## src/rtl/axi_burst_master.sv

```systemverilog
// Command-driven AXI4 burst master.
// Each accepted command issues exactly one INCR burst: a write of the
// pattern seed+k, or a read whose beats are checked against that pattern.
// Only one transaction is in flight; completion is reported with a
// one-cycle done pulse and status.
//
// Handshake rule for every channel (cmd, AW, W, B, AR, R): a transfer
// happens on a rising clk edge where VALID and READY are both 1. A VALID
// source never drops VALID or changes payload before that edge, and READY
// may be driven without waiting for VALID.
module axi_burst_master #(
  parameter int ID_W   = 6,
  parameter int ADDR_W = 6,
  parameter int DATA_W = 32
) (
  input  logic                  clk,
  input  logic                  reset,
  // command interface
  input  logic                  cmd_valid,
  output logic                  cmd_ready,
  input  logic                  cmd_write,
  input  logic [ID_W-1:0]       cmd_id,
  input  logic [ADDR_W-1:0]     cmd_addr,
  input  logic [7:0]            cmd_len,
  input  logic [DATA_W-1:0]     cmd_seed,
  // completion status
  output logic                  done,
  output logic                  done_err,
  output logic [1:0]            done_resp,
  output logic [8:0]            done_mism,
  // FSM state for observation
  output logic [2:0]            dbg_state,
  // write address channel
  output logic                  M_AXI_AWVALID,
  output logic [ID_W-1:0]       M_AXI_AWID,
  output logic [ADDR_W-1:0]     M_AXI_AWADDR,
  output logic [7:0]            M_AXI_AWLEN,
  output logic [2:0]            M_AXI_AWSIZE,
  output logic [1:0]            M_AXI_AWBURST,
  input  logic                  M_AXI_AWREADY,
  // write data channel
  output logic                  M_AXI_WVALID,
  output logic [DATA_W-1:0]     M_AXI_WDATA,
  output logic [DATA_W/8-1:0]   M_AXI_WSTRB,
  output logic                  M_AXI_WLAST,
  input  logic                  M_AXI_WREADY,
  // write response channel
  input  logic                  M_AXI_BVALID,
  input  logic [ID_W-1:0]       M_AXI_BID,
  input  logic [1:0]            M_AXI_BRESP,
  output logic                  M_AXI_BREADY,
  // read address channel
  output logic                  M_AXI_ARVALID,
  output logic [ID_W-1:0]       M_AXI_ARID,
  output logic [ADDR_W-1:0]     M_AXI_ARADDR,
  output logic [7:0]            M_AXI_ARLEN,
  output logic [2:0]            M_AXI_ARSIZE,
  output logic [1:0]            M_AXI_ARBURST,
  input  logic                  M_AXI_ARREADY,
  // read data channel
  input  logic                  M_AXI_RVALID,
  input  logic [ID_W-1:0]       M_AXI_RID,
  input  logic [DATA_W-1:0]     M_AXI_RDATA,
  input  logic [1:0]            M_AXI_RRESP,
  input  logic                  M_AXI_RLAST,
  output logic                  M_AXI_RREADY
);

  typedef enum logic [2:0] {
    S_IDLE = 3'd0,
    S_AW   = 3'd1,
    S_W    = 3'd2,
    S_B    = 3'd3,
    S_AR   = 3'd4,
    S_R    = 3'd5,
    S_DONE = 3'd6
  } state_t;

  state_t              r_state;
  state_t              w_next;

  logic                r_write;
  logic [ID_W-1:0]     r_id;
  logic [ADDR_W-1:0]   r_addr;
  logic [7:0]          r_len;
  logic [DATA_W-1:0]   r_seed;
  logic [7:0]          r_beat;
  logic                r_err;
  logic [1:0]          r_resp;
  logic [8:0]          r_mism;
  logic                r_drain;

  logic [DATA_W-1:0]   w_pattern;
  logic                w_last_beat;

  // Expected data for the current beat; same value drives WDATA and checks RDATA.
  assign w_pattern   = r_seed + DATA_W'(r_beat);
  assign w_last_beat = (r_beat == r_len);

  // Burst payload comes straight from the latched command so it stays stable.
  assign M_AXI_AWID    = r_id;
  assign M_AXI_AWADDR  = r_addr;
  assign M_AXI_AWLEN   = r_len;
  assign M_AXI_AWSIZE  = 3'b010;
  assign M_AXI_AWBURST = 2'b01;
  assign M_AXI_ARID    = r_id;
  assign M_AXI_ARADDR  = r_addr;
  assign M_AXI_ARLEN   = r_len;
  assign M_AXI_ARSIZE  = 3'b010;
  assign M_AXI_ARBURST = 2'b01;
  assign M_AXI_WDATA   = w_pattern;
  assign M_AXI_WSTRB   = '1;
  assign M_AXI_WLAST   = w_last_beat;
  assign dbg_state     = r_state;

  // State register.
  always_ff @(posedge clk or negedge reset) begin
    if (!reset) r_state <= S_IDLE;
    else        r_state <= w_next;
  end

  // Next-state logic: each address/response phase exits on its handshake.
  always_comb begin
    w_next = r_state;
    case (r_state)
      S_IDLE: if (cmd_valid) w_next = cmd_write ? S_AW : S_AR;
      S_AW:   if (M_AXI_AWREADY) w_next = S_W;
      S_W:    if (M_AXI_WREADY && w_last_beat) w_next = S_B;
      S_B:    if (M_AXI_BVALID) w_next = S_DONE;
      S_AR:   if (M_AXI_ARREADY) w_next = S_R;
      S_R:    if (M_AXI_RVALID && M_AXI_RLAST) w_next = S_DONE;
      S_DONE: w_next = S_IDLE;
      default: w_next = S_IDLE;
    endcase
  end

  // Outputs decoded from state; status is only presented during DONE.
  always_comb begin
    cmd_ready     = 1'b0;
    M_AXI_AWVALID = 1'b0;
    M_AXI_WVALID  = 1'b0;
    M_AXI_BREADY  = 1'b0;
    M_AXI_ARVALID = 1'b0;
    M_AXI_RREADY  = 1'b0;
    done          = 1'b0;
    done_err      = 1'b0;
    done_resp     = 2'b00;
    done_mism     = 9'd0;
    case (r_state)
      S_IDLE: cmd_ready     = reset;
      S_AW:   M_AXI_AWVALID = 1'b1;
      S_W:    M_AXI_WVALID  = 1'b1;
      S_B:    M_AXI_BREADY  = 1'b1;
      S_AR:   M_AXI_ARVALID = 1'b1;
      S_R:    M_AXI_RREADY  = 1'b1;
      S_DONE: begin
        done      = 1'b1;
        done_err  = r_err;
        done_resp = r_resp;
        done_mism = r_mism;
      end
      default: ;
    endcase
  end

  // Command latch, beat counter and error/mismatch accumulation.
  always_ff @(posedge clk or negedge reset) begin
    if (!reset) begin
      r_write <= 1'b0;
      r_id    <= '0;
      r_addr  <= '0;
      r_len   <= 8'd0;
      r_seed  <= '0;
      r_beat  <= 8'd0;
      r_err   <= 1'b0;
      r_resp  <= 2'b00;
      r_mism  <= 9'd0;
      r_drain <= 1'b0;
    end else begin
      case (r_state)
        S_IDLE: begin
          if (cmd_valid) begin
            r_write <= cmd_write;
            r_id    <= cmd_id;
            r_addr  <= cmd_addr;
            r_len   <= cmd_len;
            r_seed  <= cmd_seed;
            r_beat  <= 8'd0;
            r_err   <= 1'b0;
            r_resp  <= 2'b00;
            r_mism  <= 9'd0;
            r_drain <= 1'b0;
          end
        end
        // The counter wraps only on the final beat, when the FSM leaves W.
        S_W: begin
          if (M_AXI_WREADY) r_beat <= r_beat + 8'd1;
        end
        S_B: begin
          if (M_AXI_BVALID) begin
            r_resp <= M_AXI_BRESP;
            if ((M_AXI_BID != r_id) || (M_AXI_BRESP != 2'b00)) r_err <= 1'b1;
          end
        end
        // Once the expected beat count is exhausted without RLAST, remaining
        // beats are drained without data, ID or response checks.
        S_R: begin
          if (M_AXI_RVALID && !r_drain) begin
            if (M_AXI_RDATA != w_pattern) r_mism <= r_mism + 9'd1;
            if (M_AXI_RRESP != 2'b00) begin
              r_err <= 1'b1;
              if (r_resp == 2'b00) r_resp <= M_AXI_RRESP;
            end
            if (M_AXI_RID != r_id) r_err <= 1'b1;
            if (M_AXI_RLAST) begin
              if (!w_last_beat) r_err <= 1'b1;
            end else if (w_last_beat) begin
              r_err   <= 1'b1;
              r_drain <= 1'b1;
            end else begin
              r_beat <= r_beat + 8'd1;
            end
          end
        end
        default: ;
      endcase
    end
  end

endmodule

```

## config.mk

```make
export PLATFORM = sky130hd
export DESIGN_NAME = axi_burst_master
export DESIGN_NICKNAME = d
export VERILOG_FILES = /design/src/rtl/axi_burst_master.sv
export SDC_FILE = /design/constraint.sdc
export NUM_CORES = 1
export LEC_CHECK = 0
export CAP_MARGIN = 30
export CELL_PAD_IN_SITES_DETAIL_PLACEMENT = 1
export CELL_PAD_IN_SITES_GLOBAL_PLACEMENT = 1
export CORE_MARGIN = 2
export CORE_UTILIZATION = 36
export DETAILED_ROUTE_END_ITERATION = 16
export HOLD_SLACK_MARGIN = 0.1
export PLACE_DENSITY = 0.94
export REMOVE_ABC_BUFFERS = 1
export SYNTH_ARGS = -nofsm -noshare
export SYNTH_HDL_FRONTEND = slang
export SYNTH_SLANG_ARGS = --single-unit
```

## constraint.sdc

```tcl
create_clock -name clk -period 9.02 [get_ports clk]
set_input_delay 1.353 -clock clk [delete_from_list [all_inputs] [get_ports clk]]
set_output_delay 1.353 -clock clk [all_outputs]
set_load 0.05 [all_outputs]
```

# Yosys cells after proc, flatten, opt, wreduce, memory -nomap -nowiden
# Index checks and enable logic that the tools add are counted.
[word_totals] regBits=76 inputBits=110
[classes] eq_ne=25 add_sub_neg=3 n_mux=48 n_reduce_logical=19
[ops] op="$mux 8" count=5
[ops] op="$mux 9" count=4
[ops] op="$add 32x8->32" count=1
[ops] op="$ne 32x32->1" count=1
[ops] op="$ne 2x2->1 const B" count=15
[ops] op="$pmux 8 s3" count=1
[ops] op="$mux 3" count=7
[ops] op="$mux 1" count=20
[ops] op="$pmux 3 s6" count=1
[ops] op="$pmux 9 s2" count=1
[ops] op="$reduce_and 6->1" count=3
[ops] op="$mux 2" count=6
[ops] op="$ne 6x6->1" count=2
[ops] op="$reduce_and 5->1" count=2
[ops] op="$add 9x1->9 const B" count=1
[ops] op="$eq 3x3->1 const B" count=3
[ops] op="$add 8x1->8 const B" count=1
[ops] op="$eq 8x8->1" count=1
[ops] op="$eq 3x2->1 const B" count=2
[ops] op="$pmux 2 s3" count=1
[ops] op="$reduce_bool 2->1" count=3
[ops] op="$reduce_bool 3->1" count=2
[ops] op="$reduce_and 4->1" count=1
[ops] op="$eq 3x1->1 const B" count=1
[ops] op="other kinds (8)" count=10

# Depth between registers and ports, before layout
[logic_depth] word_depth=7 mapped_depth=14 mapped_depth_nobuf=12

# Least setup slack after synthesis
# OpenSTA, ideal clock, no wires.
[synth_timing] kind="flip-flop to output port" start="register r_beat[6]" end="output M_AXI_WDATA[27]" setup_slack_ns=4.855 arrival_ns=2.812 t_required_ns=7.667 stages_incl_launch_ff=8 path_cell_list="dfrtp_1 > ha_1 > buf_2 > nand4_2 > or4_1 > o21ai_4 > nand3_1 > xnor2_1"
[synth_between] elab_chain_len=1
[synth_rtl] element="from (decl)" line_no="87" source="logic [7:0] r_beat;"
[synth_rtl] element="from (signal assigned)" line_no="197" source="if (M_AXI_WREADY) r_beat <= r_beat + 8'd1;"
[synth_rtl] element="from (signal assigned)" line_no="221" source="r_beat <= r_beat + 8'd1;"
[synth_rtl] element="$add 32x8->32" line_no="97" source="assign w_pattern = r_seed + DATA_W'(r_beat);"
[synth_rtl] element="to (decl)" line_no="43" source="output logic [DATA_W-1:0] M_AXI_WDATA,"
# Every way passes these cells.

# Final worst setup path
[layout_timing] start="register r_beat[7]" end="output M_AXI_WDATA[13]"
# Same word-level chain as after synthesis.

==> qor.yml <==
yosysWarnings: 0
rsz0062_at_grt: "false"
setup_viol: 0
async_flop_share: 1.000
initial_core_util: 0.3683
final_hold_viol_count: 0
final_common_cell: "clkdlybuf4s50_1"
die_h_um: 134.3
final_max_slew_viol_count: 0
start_kind: "register"
path_cells: "ha_1 -> nand4_1 -> nor3_1 -> o21ai_0 -> nor2_1 -> xor2_1 -> clkdlybuf4s50_1"
grt_antenna_before_repair: 2
crit_type: "register to output port"
cp_slowest_cell: "clkdlybuf4s50_1"
avgViaCountPerCell: 5.523
post-place-ws_ps: 4155
grt_max_degree: 41
hold_path_class: "register to register"
maxCapViolations: 0
grt_usage: 0.2309
postPlaceCellArea_um2: 8061
worst_slew_pin_slew_ps: 931.7
p_leak_nw: 3.254
vias: 5838
cp.required_ps: 7670
ir_drop_mv: 0.2690
gp_congestion: 0.9253
cts_buffer_depth: 2
crit_path_end_kind: "output port"
relSlewSlack: 0.3776
grt_pass1_wl_mm: 33.20
io_pins: 219
post-place-cells: 1040
cp.buffers_inverters: 1
fin_area_um2: 8359
skew_ps: 6.044
powerDensity_nw_per_um2: 375.1
cts_setup_buffers: 0
dp_hpwl_mm: 16.22
post_cts_resized: 0
routedWlPerCell_um: 19.69
fp.dieW_um: 134.3
drt_iter0_drc: 299
fin_setup_tns_ps: 0
multi_input_area_um2: 3759
clk_latency_ps: 340
crit_fanout: 13
layout_common_cells: "203 x clkdlybuf4s50_1, 76 x dfrtp_1, 51 x nor2_1"
io_buffers: 204
syn_avg_cell_area_um2: 9.076
area_growth_pct: 36.85
holdWs_ps: 511.9
ys.flop_type: "dfrtp_1"
ys_types: 80
overflow: 0
ctsHoldBuffers: 0
dr.pass1.iters: 5
htree_num_levels: 3
cts_tree: "done"
final.min_clock_period_ps: 5313
rows: 47
final_cells: 1057
synth_area_um2: 6108
cpLargestDelayFamily: "simple AND/OR/NAND/NOR gates"
die-area_um2: 18030
wl_mm: 20.81
synth-seq-area-share: 0.3113
synth_edf_count: 0
netlist_instances: 673
nets: 952
cts-root-buf: "clkbuf_16"
drc: 0
drive_gt1_frac: 0.09569
core_area_um2: 16580
post-route-period-util: 0.5891
outcome: "finished clean"
grt_pass1_vias: 6222
ys_ff_latch: 76
seq_area_um2: 1902
clk_pin_slew_ps: 60
fillers: 1910
worstPathArrival_ps: 3960
fmax_mhz: 188.2
ant_nets: 0
worst_slack_ps: 3707
cts.sinks: 76
slowest_delay_ps: 850
tritoncts.num_buffers: 9
-- synth_stat cells, types with 15 or more instances --
master,n,share of area
a21oi_1,20,0.016
nor3_1,20,0.016
xor2_1,24,0.034
dfrtp_1,76,0.31
o21ai_0,32,0.026
and3_1,15,0.015
buf_4,36,0.044
mux2_2,48,0.088
xnor2_1,50,0.072
nand4_1,16,0.016
nor2_1,51,0.031
nand2_1,37,0.023
clkbuf_1,22,0.014
and2_1,17,0.017
nand3_1,22,0.018
inv_1,19,0.012
-- state kept, by name (all words and copies together) (netlist names) --
register and cells:
M_AXI_ARLEN 8, r_mism 9, r_err 1, M_AXI_ARADDR 6
M_AXI_ARID 6, r_resp 2, r_seed 32, r_beat 8
r_drain 1, dbg_state 3
-- path summary, 6_finish.rpt --
kind / startpoint / end / slack, ps / cells after the start
worst max-delay path: r_beat[7]$_DFFE_PN0P_ / M_AXI_WDATA[13] / 3710 / 7
worst min-delay path: r_drain$_DFFE_PN0P_ / r_drain$_DFFE_PN0P_ / 510 / 2
worst max register to register: r_beat[7]$_DFFE_PN0P_ / r_mism[3]$_DFFE_PN0P_ / 4340 / 11
worst min register to register: r_drain$_DFFE_PN0P_ / r_drain$_DFFE_PN0P_ / 510 / 2
max in group asynchronous: reset / r_seed[17]$_DFFE_PN0P_ / 7060 / 2
min in group asynchronous: reset / r_seed[20]$_DFFE_PN0P_ / 980 / 1
-- worst min-delay path, stage by stage (launching register included) --
cell     delay (ps)
dfrtp_1         340
a21oi_1          40
nor2_1           80
-- per-stage QoR --
step	util	total power, mW
after detailed placement	0.4861	2.766
after floorplan	-	2.062
final	0.5041	3.136
after global routing	0.5039	3.298
after CTS	0.5039	3.154
after global placement	0.4861	2.718
-- power breakdown --
group          switching, mW  total (mW)  leakage, nW  internal (mW)
registers              0.262       0.745        0.937          0.482
clock network          0.146       0.368        0.147          0.222
logic                   1.26        2.02         2.17          0.760
-- cells by family after synthesis --
| logic type | count (synthesis) | share of synthesized area |
|---|---|---|
| AOI/OAI and AO/OA | 134 | 0.1604 |
| xor gates and xnor gates | 78 | 0.1211 |
| adders and majority gates | 11 | 0.02376 |
| buffers and inverters | 90 | 0.08091 |
| DFF | 76 | 0.3113 |
| muxes | 50 | 0.09177 |
| other | 2 | 0.001229 |
| and+or+nand+nor | 232 | 0.2095 |
-- layout make-up --
type	instances	share of cell area
multi-input cells	519	0.4496
repair buffers	206	0.2458
flip-flops and latches	76	0.2275
well taps	220	0.03293
clock buffers	12	0.02949
inverters	19	0.008532
clock inverters	4	0.005837
diodes	1	0.0002994
-- routing by layer --
metal | vias to the layer above | wire length, um | global-route usage
met5 | - | 13 | 0
met4 | 2 | 508 | 0.08129
met3 | 42 | 1322 | 0.04989
met2 | 225 | 10330 | 0.4002
met1 | 2844 | 8636 | 0.2828
li1 | 2725 | - | -
Note: power is estimated with default switching activity, not from simulation.
